===== src/rtl/dcache_load_formatter.sv =====
// dcache_load_formatter: tags dCache requests, formats load responses, and
// buffers {tag, data} results in a small FIFO toward mem_unit writeback.
//
// Ports:
//   clk_i, rst_i           clock, synchronous active-high reset
//   req_*                  request issued to the dCache (records metadata)
//   kill_i, kill_tag_i     squash the outstanding request with that tag
//   rsp_*                  dCache response (no backpressure)
//   out_valid_o/ready_i    FIFO head handshake, out_tag_o/out_data_o payload
//   pending_o              number of live table entries
//   overflow_o             sticky: a response was lost to a full FIFO
//   protocol_err_o         one-cycle pulse: duplicate tag or orphan response
module dcache_load_formatter #(
    parameter int TAG_WIDTH  = 7,
    parameter int DATA_WIDTH = 64,
    parameter int OUT_DEPTH  = 4
) (
    input  logic                  clk_i,
    input  logic                  rst_i,
    input  logic                  req_valid_i,
    input  logic [TAG_WIDTH-1:0]  req_tag_i,
    input  logic [2:0]            req_addr_lo_i,
    input  logic [3:0]            req_mem_size_i,
    input  logic                  req_is_load_i,
    input  logic                  kill_i,
    input  logic [TAG_WIDTH-1:0]  kill_tag_i,
    input  logic                  rsp_valid_i,
    input  logic [TAG_WIDTH-1:0]  rsp_tag_i,
    input  logic [DATA_WIDTH-1:0] rsp_data_i,
    output logic                  out_valid_o,
    input  logic                  out_ready_i,
    output logic [TAG_WIDTH-1:0]  out_tag_o,
    output logic [DATA_WIDTH-1:0] out_data_o,
    output logic [TAG_WIDTH:0]    pending_o,
    output logic                  overflow_o,
    output logic                  protocol_err_o
);

    localparam int ENTRIES = 1 << TAG_WIDTH;
    localparam int AW      = $clog2(OUT_DEPTH);

    typedef struct packed {
        logic [2:0] addr_lo;
        logic [3:0] size;
        logic       is_load;
    } meta_t;

    logic [ENTRIES-1:0]    valid_q;
    logic [ENTRIES-1:0]    killed_q;
    meta_t                 meta_q [ENTRIES];

    logic [TAG_WIDTH-1:0]  fifo_tag  [OUT_DEPTH];
    logic [DATA_WIDTH-1:0] fifo_data [OUT_DEPTH];
    logic [AW:0]           wr_q, rd_q;

    logic [TAG_WIDTH:0]    pending_q;
    logic                  overflow_q;
    logic                  err_q;

    meta_t                 rsp_meta;
    logic                  rsp_hit, rsp_orphan, rsp_drop, rsp_live;
    logic                  kill_hit, req_dup, req_inc;
    logic                  fifo_empty, fifo_full, pop, push, lost;
    logic [DATA_WIDTH-1:0] sh_b, sh_h, sh_w, fmt;
    logic                  full_w;

    assign rsp_meta   = meta_q[rsp_tag_i];
    assign rsp_hit    = rsp_valid_i && valid_q[rsp_tag_i];
    assign rsp_orphan = rsp_valid_i && !valid_q[rsp_tag_i];
    assign rsp_drop   = killed_q[rsp_tag_i] ||
                        (kill_i && kill_tag_i == rsp_tag_i);
    assign rsp_live   = rsp_hit && !rsp_drop;

    assign kill_hit   = kill_i && valid_q[kill_tag_i];

    // A response retiring the same tag frees the slot first, so the
    // request lands in a free entry: no error, pending nets to zero.
    assign req_inc = req_valid_i &&
                     (!valid_q[req_tag_i] ||
                      (rsp_hit && rsp_tag_i == req_tag_i));
    assign req_dup = req_valid_i && !req_inc;

    assign fifo_empty = (wr_q == rd_q);
    assign fifo_full  = (wr_q[AW] != rd_q[AW]) &&
                        (wr_q[AW-1:0] == rd_q[AW-1:0]);
    assign pop        = !fifo_empty && out_ready_i;
    assign push       = rsp_live && (!fifo_full || pop);
    assign lost       = rsp_live && fifo_full && !pop;

    assign sh_b   = rsp_data_i >> {rsp_meta.addr_lo, 3'b0};
    assign sh_h   = rsp_data_i >> {rsp_meta.addr_lo[2:1], 4'b0};
    assign sh_w   = rsp_data_i >> {rsp_meta.addr_lo[2], 5'b0};
    assign full_w = rsp_meta.size[3] || (rsp_meta.size[1:0] == 2'd3);

    always_comb begin
        fmt = '0;
        unique case (1'b1)
            !rsp_meta.is_load:
                fmt = '0;
            rsp_meta.is_load && full_w:
                fmt = rsp_data_i;
            rsp_meta.is_load && !full_w && rsp_meta.size[1:0] == 2'd0:
                fmt = {{(DATA_WIDTH-8){~rsp_meta.size[2] & sh_b[7]}},
                       sh_b[7:0]};
            rsp_meta.is_load && !full_w && rsp_meta.size[1:0] == 2'd1:
                fmt = {{(DATA_WIDTH-16){~rsp_meta.size[2] & sh_h[15]}},
                       sh_h[15:0]};
            rsp_meta.is_load && !full_w && rsp_meta.size[1:0] == 2'd2:
                fmt = {{(DATA_WIDTH-32){~rsp_meta.size[2] & sh_w[31]}},
                       sh_w[31:0]};
        endcase
    end

    // Order matters: kill, then response retire, then request install.
    always_ff @(posedge clk_i) begin
        if (rst_i) begin
            valid_q    <= '0;
            killed_q   <= '0;
            wr_q       <= '0;
            rd_q       <= '0;
            pending_q  <= '0;
            overflow_q <= 1'b0;
            err_q      <= 1'b0;
        end else begin
            if (kill_hit)
                killed_q[kill_tag_i] <= 1'b1;
            if (rsp_hit) begin
                valid_q[rsp_tag_i]  <= 1'b0;
                killed_q[rsp_tag_i] <= 1'b0;
            end
            if (req_valid_i) begin
                valid_q[req_tag_i]  <= 1'b1;
                killed_q[req_tag_i] <= 1'b0;
            end
            if (push)
                wr_q <= wr_q + 1'b1;
            if (pop)
                rd_q <= rd_q + 1'b1;
            if (lost)
                overflow_q <= 1'b1;
            pending_q <= pending_q
                       + (TAG_WIDTH+1)'(req_inc)
                       - (TAG_WIDTH+1)'(rsp_hit);
            err_q <= req_dup || rsp_orphan;
        end
    end

    always_ff @(posedge clk_i) begin
        if (req_valid_i)
            meta_q[req_tag_i] <= '{addr_lo: req_addr_lo_i,
                                   size:    req_mem_size_i,
                                   is_load: req_is_load_i};
        if (push) begin
            fifo_tag[wr_q[AW-1:0]]  <= rsp_tag_i;
            fifo_data[wr_q[AW-1:0]] <= fmt;
        end
    end

    assign out_valid_o    = !fifo_empty;
    assign out_tag_o      = out_valid_o ? fifo_tag[rd_q[AW-1:0]] : '0;
    assign out_data_o     = out_valid_o ? fifo_data[rd_q[AW-1:0]] : '0;
    assign pending_o      = pending_q;
    assign overflow_o     = overflow_q;
    assign protocol_err_o = err_q;

endmodule


===== config.mk =====
export PLATFORM = sky130hd
export DESIGN_NAME = dcache_load_formatter
export DESIGN_NICKNAME = d
export VERILOG_FILES = /design/src/rtl/dcache_load_formatter.sv
export SDC_FILE = /design/constraint.sdc
export NUM_CORES = 2
export LEC_CHECK = 0
export CAP_MARGIN = 15
export CORE_MARGIN = 1.5
export CORE_UTILIZATION = 59
export CTS_CLUSTER_DIAMETER = 100
export DETAILED_ROUTE_END_ITERATION = 8
export MAX_ROUTING_LAYER = met4
export PLACE_DENSITY = 0.77
export SYNTH_ARGS = -nofsm -noshare
export SYNTH_HDL_FRONTEND = slang
export SYNTH_SLANG_ARGS = --single-unit

===== constraint.sdc =====
create_clock -name clk_i -period 12.58 [get_ports clk_i]
set_input_delay 1.258 -clock clk_i [delete_from_list [all_inputs] [get_ports clk_i]]
set_output_delay 1.258 -clock clk_i [all_outputs]
set_load 0.02 [all_outputs]

==> metrics.cfg <==
[sta]
min_period_ns=7.19
final_hold_viol_count=0
rsz0062_at_grt=no
hold-worst-slack_ns=0.509
worst_pin_slew_ns=1.46
setup_viol=0
slew_viol_final=0
final.setup_skew_ns=0.0255
finalSetupTns_ns=0
fin_crit_sh=0.571
max_slew_margin=0.0183
max_freq_mhz=139

[worst_hold_path]
holdPathEnd=wr_q[2]
hold_depth=2
hp-start=wr_q[2]
hp-class=register to register

[cts]
cts_made_buffers=160
cts-root-buf=clkbuf_16
htreeDepth=4
cts_tree=done
clockBufferDepth=3
cts_sinks=1582
clk_latency_ns=0.79
post_cts_resized=0
holdBufCountCts=0
clk_pin_slew_worst_paths_ns=0.06
postCtsSetupRepairBufs=0

[floorplan]
initial_core_util=0.594
die_h_um=342
num_rows=124
fp.dieW_um=342
io_pins=181
design.die.area_um2=117000
coreArea_um2=114000

[yosys]
synth_edf_count=1308
synth-main-ff-cell=edfxtp_1
yosysMostFrequentCell=edfxtp_1
synthArstFlopShare=0
avgSynthCellArea_um2=14.5
synth_top_cell_area_share=0.579
post_synth_instance_area_um2=67800
ys_seq_elements=1582
yosys_warnings=0
seq_area_frac_synth=0.660
ys_types=88
synthCells=4667
synth.area.top_cells=edfxtp_1, dfxtp_1, mux4_2
post-synth-top-area-cell=edfxtp_1
ys_top_cells_by_count=edfxtp_1, a21oi_1, nand2_1
syn_nets=4780

[cells_and_area]
fin_nets=4939
drive_gt1_frac=0.166
fillCellCount=7810
area_growth_pct=13.1
fin_area_um2=76700

[global_routing]
grt.overflow.total=0
grt_max_degree=137
track_usage=0.420
grt_pass1_vias=46200
grt_first_pass_wirelength_um=338000
antenna_found_initial=12

[critical_path]
critPathKind=primary input to register
reg2reg_depth=10
r2r_start=meta_q[85][5]
rrSetupSlack_ns=7.04
worstReg2RegEnd=fifo_data[3][37]
startpoint_type=primary input
cp-end-kind=register
critPathMaxFanout=60
arrival_ns=7.60
cp.required_ns=12.99

[power_and_ir_drop]
pwr-share-seq=0.497
peakVddDrop_uv=137
p_sw_mw=2.80
power_density_nw_per_um2=151
p_int_mw=8.79
swShare=0.241
p_clk_frac=0.411
p_leak_nw=24.9
pwr-share-comb=0.092

[routing]
wl_per_cell_um=36.9
num_vias=48400
antenna_left=0
drt_drc_violations_left=0
dr.pass1.iters=9
routed_wl_um=240000
via_per_inst=7.47
drt_iter0_drc=8939

[run]
maxCapViolCount=1

[place]
io_buffers=180
gp_congestion=1.14
hpwl_um=149000
placed_area_um2=71400

[status]
violations=capacitance limit
status=finished, violations left

critical path, cell delays in order:
cell and delay [ns]:
buf_8 0.40, buf_4 0.73, buf_4 0.49, and3b_2 0.49, a2111o_1 0.50, o31a_1 0.41
a2111o_1 0.40, a2111oi_0 0.41, nand4_1 0.31, nor3b_2 0.67, and2_4 0.62, buf_4 0.63
sequential cells by signal, indices dropped and copies added (netlist names), 3 cells and up, named ones only:
name / flops
valid_q: 128
meta_q: 1024
pending_o: 8
killed_q: 128
fifo_tag: 28
rd_q: 3
wr_q: 3
fifo_data: 256
logic make-up (layout without fill, tap and decap cells):
| family | after synthesis | count (layout) | share of synthesized area |
|---|---|---|---|
| AOI/OAI and AO/OA | 1121 | 1121 | 0.117 |
| xor gates and xnor gates | 27 | 27 | 0.00349 |
| adders and majority gates | 14 | 14 | 0.00269 |
| buffers and inverters | 477 | 769 | 0.0308 |
| DFF | 1582 | 1582 | 0.660 |
| muxes | 469 | 469 | 0.115 |
| other | 0 | 15 | 0 |
| and+or+nand+nor | 977 | 977 | 0.0718 |
through the flow:
stage	total power, mW	worst slack [ns]	std cells	util
6_report	11.6	5.39	6486	0.672
2_1_floorplan	6.44	6.16	4667	-
4_1_cts	11.5	5.49	6460	0.671
3_5_place_dp	6.89	4.71	6165	0.625
5_1_grt	11.8	5.18	6481	0.672
3_3_place_gp	6.87	4.71	6164	0.625
routing by layer:
metal,share of wire,GRT usage,up-vias
met1,0.34,0.540,23800
met4,0.078,0.254,0
li1,-,-,19000
met3,0.15,0.142,1211
met5,0,-,-
met2,0.42,0.577,4455
power groups by stage:
stage / Clock (mW) / Sequential [mW] / Combinational (mW)
floorplan: 0 / 5.87 / 0.570
CTS: 4.75 / 5.76 / 1.02
global placement: 0 / 5.87 / 0.994
global route: 4.95 / 5.76 / 1.09
detailed placement: 0 / 5.87 / 1.02
finish: 4.76 / 5.76 / 1.07
cells in the final DEF, fill, tap and decap left out, types with 22 or more instances in the layout:
cell type / n
clkbuf_1: 35
nor2b_1: 91
inv_1: 123
o211ai_1: 31
nor2_1: 207
a22oi_1: 170
clkinv_2: 23
a21oi_1: 326
a221oi_1: 97
dfxtp_1: 272
clkinv_1: 32
nor3_1: 34
clkdlybuf4s50_1: 163
nand4_1: 32
clkbuf_16: 166
mux2_2: 102
nand2b_1: 49
a221o_1: 28
a2111oi_0: 124
o2111ai_1: 22
mux4_2: 237
o221ai_1: 26
mux2i_1: 129
edfxtp_1: 1308
buf_4: 164
nand3_1: 77
nor4b_1: 31
nand2_1: 308
o21ai_0: 115
area by class of cell:
| type | count | area [µm²] | share of cell area |
|---|---|---|---|
| diodes | 15 | 37.5 | 0.000489 |
| repair buffers | 344 | 3060 | 0.0398 |
| multi-input cells | 2608 | 21300 | 0.277 |
| well taps | 1512 | 1890 | 0.0247 |
| clock inverters | 87 | 827 | 0.0108 |
| clock buffers | 208 | 4380 | 0.0571 |
| flip-flops and latches | 1582 | 44800 | 0.583 |
| inverters | 130 | 490 | 0.00639 |
worst max path at each step:
stage	slack [ns]	from	to
final	5.39	rsp_tag_i[1]	fifo_tag[3][2]
after global routing	5.18	rsp_tag_i[1]	pending_o[7]
after CTS	5.49	rsp_tag_i[1]	pending_o[7]
after detailed placement	4.71	rsp_tag_i[1]	pending_o[7]
after global placement	4.71	rsp_tag_i[1]	pending_o[7]
after floorplan	6.16	rsp_tag_i[0]	fifo_data[3][0]
(Power assumes the default switching activity.)
